File: src/rtl/spi_regfile_rw_pkg.sv
// Shared types and constants for the SPI register-file target.
package spi_regfile_pkg;

    typedef enum logic [1:0] {
        IDLE,
        HDR,
        WR,
        RD
    } state_e;

    localparam logic RW_WRITE = 1'b1;
    localparam logic RW_READ  = 1'b0;

    localparam int unsigned ERR_CNT_W = 8;

    // Total frame length: R/W bit + address field + data field.
    function automatic int unsigned frame_w(input int unsigned addr_w, input int unsigned data_w);
        return 1 + addr_w + data_w;
    endfunction

endpackage

File: src/rtl/spi_regfile_rw_if.sv
// SPI pin bundle between the controller side and the register-file target.
interface spi_regfile_rw_if;

    logic spi_sclk;
    logic spi_copi;
    logic spi_ncs;
    logic spi_cipo;
    logic spi_cipo_oe;

    modport master (
        output spi_sclk,
        output spi_copi,
        output spi_ncs,
        input  spi_cipo,
        input  spi_cipo_oe
    );

    modport slave (
        input  spi_sclk,
        input  spi_copi,
        input  spi_ncs,
        output spi_cipo,
        output spi_cipo_oe
    );

endinterface

File: src/rtl/spi_regfile_rw_sync_edge.sv
// Two-flop synchroniser for an asynchronous pin, plus rise/fall detection.
module spi_sync_edge #(
    parameter logic RST_VAL = 1'b0
) (
    input  logic clk,
    input  logic rst,
    input  logic async_i,
    output logic level_o,
    output logic rise_o,
    output logic fall_o
);

    logic meta_q;
    logic sync_q;
    logic prev_q;

    // Synchroniser chain and one-cycle history for edge detection.
    always_ff @(posedge clk) begin
        if (rst) begin
            meta_q <= RST_VAL;
            sync_q <= RST_VAL;
            prev_q <= RST_VAL;
        end else begin
            meta_q <= async_i;
            sync_q <= meta_q;
            prev_q <= sync_q;
        end
    end

    assign level_o = sync_q;
    assign rise_o  = sync_q & ~prev_q;
    assign fall_o  = ~sync_q & prev_q;

endmodule

File: src/rtl/spi_regfile_rw.sv
// SPI mode-0 target with read/write access to a bank of control registers.
module spi_regfile_rw
    import spi_regfile_pkg::*;
#(
    parameter int unsigned       ADDR_W    = 7,
    parameter int unsigned       DATA_W    = 8,
    parameter int unsigned       NUM_REGS  = 5,
    parameter logic [DATA_W-1:0] RESET_VAL = '0
) (
    input  logic                         clk,
    input  logic                         rst,
    spi_regfile_rw_if.slave              spi,
    output logic [NUM_REGS*DATA_W-1:0]   regs_o,
    output logic                         wr_strobe,
    output logic [ADDR_W-1:0]            wr_addr,
    output logic [ERR_CNT_W-1:0]         frame_err_cnt
);

    localparam int unsigned FRAME_W = frame_w(ADDR_W, DATA_W);
    localparam int unsigned HDR_W   = 1 + ADDR_W;
    localparam int unsigned CNT_W   = $clog2(FRAME_W + 2);

    localparam logic [CNT_W-1:0]  CNT_HDR   = CNT_W'(HDR_W);
    localparam logic [CNT_W-1:0]  CNT_FRAME = CNT_W'(FRAME_W);
    localparam logic [CNT_W-1:0]  CNT_OVER  = CNT_W'(FRAME_W + 1);
    localparam logic [ADDR_W:0]   NREGS_L   = (ADDR_W + 1)'(NUM_REGS);

    state_e state_q, state_d;

    logic [CNT_W-1:0]     cnt_q;
    logic [FRAME_W-1:0]   sh_q;
    logic [DATA_W-1:0]    sout_q;
    logic                 oe_q;
    logic [1:0]           settle_q;
    logic [DATA_W-1:0]    regs_q [NUM_REGS];
    logic                 wr_strobe_q;
    logic [ADDR_W-1:0]    wr_addr_q;
    logic [ERR_CNT_W-1:0] err_q;

    logic sclk_rise, sclk_fall, copi, ncs_rise, ncs_fall_raw, ncs_fall;
    logic sclk_level_unused, copi_rise_unused, copi_fall_unused, ncs_level_unused;

    logic [ADDR_W-1:0] commit_addr;
    logic [DATA_W-1:0] commit_data;
    logic [ADDR_W-1:0] rd_addr;
    logic [DATA_W-1:0] rd_val;
    logic              commit_ok;
    logic              reject;

    spi_sync_edge #(.RST_VAL(1'b0)) u_sync_sclk (
        .clk(clk), .rst(rst), .async_i(spi.spi_sclk),
        .level_o(sclk_level_unused), .rise_o(sclk_rise), .fall_o(sclk_fall)
    );

    spi_sync_edge #(.RST_VAL(1'b0)) u_sync_copi (
        .clk(clk), .rst(rst), .async_i(spi.spi_copi),
        .level_o(copi), .rise_o(copi_rise_unused), .fall_o(copi_fall_unused)
    );

    spi_sync_edge #(.RST_VAL(1'b1)) u_sync_ncs (
        .clk(clk), .rst(rst), .async_i(spi.spi_ncs),
        .level_o(ncs_level_unused), .rise_o(ncs_rise), .fall_o(ncs_fall_raw)
    );

    // The nCS synchroniser restarts at 'deselected'; if reset lands mid-frame the pin
    // is still low and a false falling edge appears two cycles later. Masking falls
    // until the chain has flushed keeps that interrupted frame ignored.
    assign ncs_fall = ncs_fall_raw && (settle_q == 2'd0);

    assign commit_addr = sh_q[DATA_W +: ADDR_W];
    assign commit_data = sh_q[DATA_W-1:0];
    assign rd_addr     = sh_q[ADDR_W-1:0];

    assign commit_ok = ncs_rise && (state_q == WR) && (cnt_q == CNT_FRAME)
                       && (sh_q[FRAME_W-1] == RW_WRITE) && ({1'b0, commit_addr} < NREGS_L);

    assign reject = ncs_rise && (state_q == HDR || state_q == WR) && (cnt_q != '0)
                    && !commit_ok;

    // Read-back mux; out-of-range addresses read as zero.
    always_comb begin
        rd_val = '0;
        for (int unsigned i = 0; i < NUM_REGS; i++) begin
            if (rd_addr == ADDR_W'(i)) rd_val = regs_q[i];
        end
    end

    // FSM state register.
    always_ff @(posedge clk) begin
        if (rst) state_q <= IDLE;
        else     state_q <= state_d;
    end

    // FSM next-state: nCS edges override everything; header end selects WR/RD.
    always_comb begin
        state_d = state_q;
        if (ncs_fall) begin
            state_d = HDR;
        end else if (ncs_rise) begin
            state_d = IDLE;
        end else if (state_q == HDR && cnt_q == CNT_HDR) begin
            case (sh_q[ADDR_W])
                RW_WRITE: state_d = WR;
                RW_READ:  state_d = RD;
            endcase
        end
    end

    // FSM outputs: CIPO only carries shift-out data while reading.
    always_comb begin
        spi.spi_cipo    = (state_q == RD) ? sout_q[DATA_W-1] : 1'b0;
        spi.spi_cipo_oe = oe_q;
    end

    // Bit counter, shift-in/out registers, output enable and post-reset mask.
    always_ff @(posedge clk) begin
        if (rst) begin
            cnt_q    <= '0;
            sh_q     <= '0;
            sout_q   <= '0;
            oe_q     <= 1'b0;
            settle_q <= 2'd3;
        end else begin
            if (settle_q != 2'd0) settle_q <= settle_q - 2'd1;
            if (ncs_fall) begin
                cnt_q <= '0;
                sh_q  <= '0;
                oe_q  <= 1'b1;
            end else if (ncs_rise) begin
                oe_q <= 1'b0;
            end else if (sclk_rise && state_q != IDLE) begin
                sh_q <= {sh_q[FRAME_W-2:0], copi};
                if (cnt_q != CNT_OVER) cnt_q <= cnt_q + CNT_W'(1);
            end
            // The fall that follows the last header bit must not shift: the MSB
            // has only just been presented and is sampled on the next rise.
            if (state_q == HDR && state_d == RD) begin
                sout_q <= rd_val;
            end else if (state_q == RD && sclk_fall && cnt_q > CNT_HDR) begin
                sout_q <= {sout_q[DATA_W-2:0], 1'b0};
            end
        end
    end

    // Register bank and write-commit reporting.
    always_ff @(posedge clk) begin
        if (rst) begin
            for (int unsigned i = 0; i < NUM_REGS; i++) regs_q[i] <= RESET_VAL;
            wr_strobe_q <= 1'b0;
            wr_addr_q   <= '0;
        end else begin
            wr_strobe_q <= commit_ok;
            if (commit_ok) begin
                wr_addr_q <= commit_addr;
                for (int unsigned i = 0; i < NUM_REGS; i++) begin
                    if (commit_addr == ADDR_W'(i)) regs_q[i] <= commit_data;
                end
            end
        end
    end

    // Saturating count of rejected frames.
    always_ff @(posedge clk) begin
        if (rst)                        err_q <= '0;
        else if (reject && err_q != '1) err_q <= err_q + ERR_CNT_W'(1);
    end

    for (genvar g = 0; g < NUM_REGS; g++) begin : g_pack
        assign regs_o[g*DATA_W +: DATA_W] = regs_q[g];
    end

    assign wr_strobe     = wr_strobe_q;
    assign wr_addr       = wr_addr_q;
    assign frame_err_cnt = err_q;

endmodule

File: src/flat_wrapper.sv
// flat-port wrapper written by rule: the top's interface ports become plain ports
module spi_regfile_rw_flat import spi_regfile_pkg::*;
#(
    parameter int unsigned       ADDR_W    = 7,
    parameter int unsigned       DATA_W    = 8,
    parameter int unsigned       NUM_REGS  = 5,
    parameter logic [DATA_W-1:0] RESET_VAL = '0
)
  (clk, rst, regs_o, wr_strobe, wr_addr, frame_err_cnt, spi_spi_sclk, spi_spi_copi, spi_spi_ncs, spi_spi_cipo, spi_spi_cipo_oe);
  spi_regfile_rw_if spi_i ();
  input  logic clk;
  input  logic rst;
  output logic [NUM_REGS*DATA_W-1:0] regs_o;
  output logic wr_strobe;
  output logic [ADDR_W-1:0] wr_addr;
  output logic [ERR_CNT_W-1:0] frame_err_cnt;
  input wire logic [$bits(spi_i.spi_sclk)-1:0] spi_spi_sclk;
  input wire logic [$bits(spi_i.spi_copi)-1:0] spi_spi_copi;
  input wire logic [$bits(spi_i.spi_ncs)-1:0] spi_spi_ncs;
  output wire logic [$bits(spi_i.spi_cipo)-1:0] spi_spi_cipo;
  output wire logic [$bits(spi_i.spi_cipo_oe)-1:0] spi_spi_cipo_oe;
  assign spi_i.spi_sclk = spi_spi_sclk;
  assign spi_i.spi_copi = spi_spi_copi;
  assign spi_i.spi_ncs = spi_spi_ncs;
  assign spi_spi_cipo = spi_i.spi_cipo;
  assign spi_spi_cipo_oe = spi_i.spi_cipo_oe;
  spi_regfile_rw #(.ADDR_W(ADDR_W), .DATA_W(DATA_W), .NUM_REGS(NUM_REGS), .RESET_VAL(RESET_VAL)) u_core (.clk(clk), .rst(rst), .spi(spi_i), .regs_o(regs_o), .wr_strobe(wr_strobe), .wr_addr(wr_addr), .frame_err_cnt(frame_err_cnt));
endmodule
File: config.mk
export PLATFORM = sky130hd
export DESIGN_NAME = spi_regfile_rw_flat
export DESIGN_NICKNAME = d
export VERILOG_FILES = /design/src/rtl/spi_regfile_rw_pkg.sv /design/src/rtl/spi_regfile_rw_if.sv /design/src/rtl/spi_regfile_rw_sync_edge.sv /design/src/rtl/spi_regfile_rw.sv /design/src/flat_wrapper.sv
export SDC_FILE = /design/constraint.sdc
export NUM_CORES = 1
export LEC_CHECK = 0
export CAP_MARGIN = 0
export CORE_AREA = 2 2 91 93
export DETAILED_ROUTE_END_ITERATION = 16
export DIE_AREA = 0 0 93 95
export PLACE_DENSITY = 0.79
export SLEW_MARGIN = 20
export SYNTH_ARGS = -nofsm -noshare
export SYNTH_HDL_FRONTEND = slang
export SYNTH_SLANG_ARGS = --single-unit
File: constraint.sdc
create_clock -name clk -period 5.7 [get_ports clk]
set_input_delay 1.14 -clock clk [delete_from_list [all_inputs] [get_ports clk]]
set_output_delay 1.14 -clock clk [all_outputs]
set_load 0.005 [all_outputs]
# Word-level counts from Yosys, hierarchy flattened
# Memories as Yosys holds them, arrays and structs flattened.
# Cells that the tools add are included.
[totals]
memories = 1
ff_bits = 58
wordCells = 122
input_bits = 5
mem_bits_rw = 40
[memory_table]
columns = ["name", "depth", "word_bits", "read_ports", "rd_ports_with_merged_regs", "wr", "line_no", "rtl"]
rows = [
  ["u_core.regs_q", 5, 8, 5, 0, 5, "spi_regfile_rw.sv:35", "logic [DATA_W-1:0] regs_q [NUM_REGS];"],
]
[classes]
n_mux = 41
bitwise = 15
n_lt_le_gt_ge = 2
add_sub_neg = 3
n_reduce_logical = 27
eq_ne = 16
[ops]
columns = ["op", "n"]
rows = [
  ["8-bit 2-to-1 mux", 12],
  ["7-bit by 2-bit equality test with 1-bit output (second input constant)", 4],
  ["1-bit 2-to-1 mux", 25],
  ["7-bit by 1-bit equality test with 1-bit output (second input constant)", 2],
  ["7-bit by 3-bit equality test with 1-bit output (second input constant)", 2],
  ["1-bit logical AND", 14],
  ["7-bit zero test", 2],
  ["8-bit by 1-bit adder with 8-bit output (second input constant)", 1],
  ["8-bit != test (second input constant)", 1],
  ["2-bit nonzero test", 4],
  ["7-bit by 3-bit less-than comparator with 1-bit output (second input constant)", 1],
  ["2-bit equality test (second input constant)", 3],
  ["2-bit 2-to-1 mux", 3],
  ["1-bit NOT", 6],
  ["5-bit by 1-bit adder with 5-bit output (second input constant)", 1],
  ["5-bit by 4-bit equality test with 1-bit output (second input constant)", 1],
  ["5-bit equality test (second input constant)", 1],
  ["5-bit by 4-bit greater-than comparator with 1-bit output (second input constant)", 1],
  ["5-bit != test (second input constant)", 1],
  ["1-bit bitwise OR", 5],
  ["5-bit nonzero test", 1],
  ["1-bit bitwise AND", 4],
  ["2-bit case mux with 2 select lines", 1],
  ["3-bit AND reduction", 1],
  ["other kinds (7)", 7],
]

# Depth between registers and ports, before layout
[logic_depth]
word_depth = 10
ltp_mapped = 8

# By module
# From an unflattened synthesis, not the netlist that was laid out.
[unflattened]
cells_unflattened = 377
hier_area_um2 = 4162.7
[modules_own_cells]
columns = ["mod", "seq_area_each_um2", "instances", "area_each_um2", "cells_per_inst"]
rows = [
  ["spi_regfile_rw", 2202.1, 1, 3887.5, 353],
  ["spi_sync_edge at u_core.u_sync_copi ...", 60.1, 2, 91.3, 8],
  ["spi_sync_edge at u_core.u_sync_ncs", 60.1, 1, 92.6, 8],
]

# Least setup slack after synthesis
# No wires, ideal clock.
[synth_path]
path_type = "in2reg"
startpoint = "input port rst"
endpoint = "register u_core.sout_q[6]"
t_arrival_ns = 2.050
setup_ns = 0.087
path_slack_ns = 3.563
path_buffers = 0
cell_stages = 4
path_cell_list = "or4_1 > nor2_1 > o2111ai_1 > o31ai_1"
[synth_rtl]
columns = ["item", "line_no", "rtl"]
rows = [
  ["start, declared", "flat_wrapper.sv:12", "input logic rst;"],
  ["end signal, assigned", "spi_regfile_rw.sv:138", "sout_q <= rd_val;"],
  ["end signal, assigned", "spi_regfile_rw.sv:140", "sout_q <= {sout_q[DATA_W-2:0], 1'b0};"],
  ["end, declared", "spi_regfile_rw.sv:32", "logic [DATA_W-1:0] sout_q;"],
]

# Worst setup path in the final report
[layout_path]
startpoint = "register u_core.state_q[0]"
endpoint = "output port spi_spi_cipo"
[layout_via]
elab_chain_cells = 2
[layout_rtl]
columns = ["item", "line_no", "rtl"]
rows = [
  ["start, declared", "spi_regfile_rw.sv:28", "state_e state_q, state_d;"],
  ["start signal, assigned", "spi_regfile_rw.sv:91", "else state_q <= state_d;"],
  ["2-bit equality test", "spi_regfile_rw.sv:111", "spi.spi_cipo = (state_q == RD) ? sout_q[DATA_W-1] : 1'b0;"],
  ["1-bit 2-to-1 mux", "spi_regfile_rw.sv:111", ""],
  ["end, declared", "flat_wrapper.sv:20", "output wire logic [$bits(spi_i.spi_cipo)-1:0] spi_spi_cipo;"],
]
# Every way passes these cells.

==> impl_metrics.csv <==
group,metric,value,unit
clocking,clk_pin_slew,90,ps
place,dp.cells,517,
layout,layout.cells.non_filler,533,
detailed_routing,dr.pass1.iters,4,
global_routing,grt_pass1_wl,13.9,mm
sta,setup_viol,0,
synthesis,syn_nets,387,
critical_path,max_stage_delay,490,ps
layout,finalNetCount,437,
synthesis,yosys_warnings,0,
place,finalWeightedCongestion,0.833,
synthesis,synth_edf_count,40,
detailed_routing,vias_per_cell,5.45,
die,die_w,93,um
run_status,status,"complete, no violations",
synthesis,synth_seq_cells,98,
die,die_h,95,um
critical_path,startpoint,"u_core.state_q[0]$_SDFF_PP0_",
clocking,post_cts_buffers,0,
synthesis,yosysUniqueCellTypes,53,
worst_hold_path,hold_start,"u_core.u_sync_ncs.meta_q$_SDFF_PP1_",
die,rows,33,
sta,rsz0062_at_grt,"no",
synthesis,synth_area,4190,sq um
global_routing,met2_usage,0.374,
synthesis,synth_top_area_share,0.287,
sta,worst_pin_slew,995,ps
synthesis,synth_area_leaders,"edfxtp_1, dfxtp_1, mux2i_1, nand2_1, a21oi_1",
worst_hold_path,min_path_type,"register to register",
die,core_area,7930,sq um
critical_path,critPathRequiredTime,4560,ps
synthesis,synth_top_cell_by_area,"edfxtp_1",
clocking,root_buffer,"clkbuf_8",
sta,hold_viol_final,0,
global_routing,met3_usage,0.0295,
job,drv_cap,0,
global_routing,antenna_found_initial,0,
layout,antenna_cells,0,
clocking,cts_hold_buf,0,
clocking,cts_tree,"done",
pwr,p_leak,1.70,nW
layout,area.growth.synth_to_final,19.7,%
layout,final_common_cell,"clkdlybuf4s50_1",
layout,fin_util,0.632,
synthesis,async_reset_ff_frac,0,
die,start_util,0.528,
layout,fin_area,5010,sq um
die,ioPinCount,63,
global_routing,track_usage,0.203,
pwr,peakVddDrop,0.149,mV
place,placed_cell_area,4810,sq um
sta,clock-skew-final,13.6,ps
critical_path,path_class,"register to output pin",
synthesis,yosys_most_used_dff,"dfxtp_1",
critical_path,r2r-start,"u_core.state_q[0]$_SDFF_PP0_",
critical_path,cp-start-kind,"register",
global_routing,grtUsageMet1,0.236,
detailed_routing,vias,2904,
clocking,clock_path_buffers,2,
global_routing,grt_overflow,0,
detailed_routing,routedWlPerCell,15.9,um
critical_path,worstPathMaxFanout,5,
layout,drive_gt1_frac,0.0748,
clocking,post_cts_resized,0,
synthesis,netlist_instances,373,
clocking,cts_made_buffers,9,
place,port-buffer-count,62,
synthesis,avgSynthCellArea,11.2,sq um
clocking,cts_max_level,3,
clocking,clk_latency,350,ps
sta,setup_tns,0,ps
sta,slew-limit-headroom,0.333,
worst_hold_path,min_path_cells,1,
global_routing,grt-busiest-layer,"met2",
sta,final.min_clock_period,2720,ps
global_routing,grt_max_degree,41,
sta,post-route-period-util,0.477,
layout,final_cell_mix,"clkdlybuf4s50_1, dfxtp_1, edfxtp_1, nand2_1, a21oi_1",
clocking,clock_sinks,98,
die,dieArea,8840,sq um
synthesis,ys_seq_area_frac,0.564,
pwr,powerDensity,257,nW/um^2
detailed_routing,drc_errors,0,
critical_path,critical_path.slowest_cell,"clkdlybuf4s50_1",
critical_path,worstPathCellList,"ha_1, and2_1, clkdlybuf4s50_1",
detailed_routing,ant_nets,0,
layout,nFillCells,642,
sta,slew_violations,0,
critical_path,r2r_cells,6,
critical_path,arrival,1580,ps
sta,fmax,368,MHz
detailed_routing,first_iter_violations,111,
detailed_routing,routed_wl,8.49,mm
critical_path,end_kind,"output pin",
place,dpl.hpwl,6.05,mm
global_routing,grt_pass1_vias,2936,
==> path summary, 6_finish.rpt <==
path | slack [ps] | endpoint
hold / removal | 410 | u_core.u_sync_ncs.level_o$_SDFF_PP1_
hold reg to reg | 410 | u_core.u_sync_ncs.level_o$_SDFF_PP1_
setup / recovery | 2980 | spi_spi_cipo
setup reg to reg | 3170 | u_core.regs_q[0][0]$_DFFE_PP_
==> synthesized netlist by cell type, types with 2 or more instances <==
library cell  number
clkbuf_1          13
mux2i_1           19
or3_1              5
or2_2              5
xnor2_1            4
and2b_1            2
and2_1            14
edfxtp_1          40
xor2_1             5
clkbuf_2           2
nand3_1            4
o21ai_0           12
o21a_1             7
nand4_1            5
inv_1             10
nand2_1           39
a41o_1             3
nor4_1             4
nor2b_1            7
a2bb2oi_1          7
nand2b_1          13
o31ai_1            7
a21oi_1           23
ha_1               9
dfxtp_1           58
buf_2              2
o2111ai_1          7
buf_6              4
nor2_1            19
==> per-layer routing <==
| layer | wire length, um | vias up |
|---|---|---|
| li1 | - | 1433 |
| met5 | 0 | - |
| met3 | 383 | 16 |
| met1 | 3540 | 1383 |
| met4 | 159 | 0 |
| met2 | 4400 | 72 |
==> state kept, by name, summed over array words and instances (netlist names), 2 cells and up <==
signal,flops
u_core.regs_q,40
u_core.sh_q,16
u_core.frame_err_cnt,8
u_core.sout_q,8
u_core.wr_addr,7
u_core.cnt_q,5
u_core.settle_q,2
u_core.state_q,2
==> critical path: cells and delay by family (launching register included) <==
family	cells	cell delay (ps)
buffers and inverters	1	490
flip-flops	1	420
adder cells (fa/ha/maj)	1	190
AND/OR/NAND/NOR	1	130
==> metrics by stage <==
step	hold slack, ps	total power, W	worst slack, ps
after floorplan	389	0.000808	3560
after global placement	397	0.000848	2750
after detailed placement	395	0.000853	2680
after CTS	414	0.00129	2960
after global routing	445	0.00133	2820
final	414	0.00128	2980
==> power breakdown <==
part	internal, W	switching [W]
Sequential	0.000748	0.0000122
Combinational	0.0000415	0.0000327
Clock	0.000218	0.000233
==> cell families after synthesis <==
logic type	Yosys count	synth area share
buf+inv	34	0.0419
mux	20	0.0508
simple gates	130	0.178
flops	98	0.564
xor+xnor	9	0.0188
fa+ha+maj	9	0.0269
compound gates	73	0.119
==> layout make-up <==
cell class,instances,area (sq um),share of cell area
inverters,10,37.5,0.00749
flip-flops and latches,98,2360,0.472
well taps,105,131,0.0262
repair buffers,63,628,0.125
multi-input cells,241,1650,0.329
clock inverters,5,60.1,0.0120
clock buffers,11,141,0.0282
Note: power is estimated with default switching activity, not from simulation.
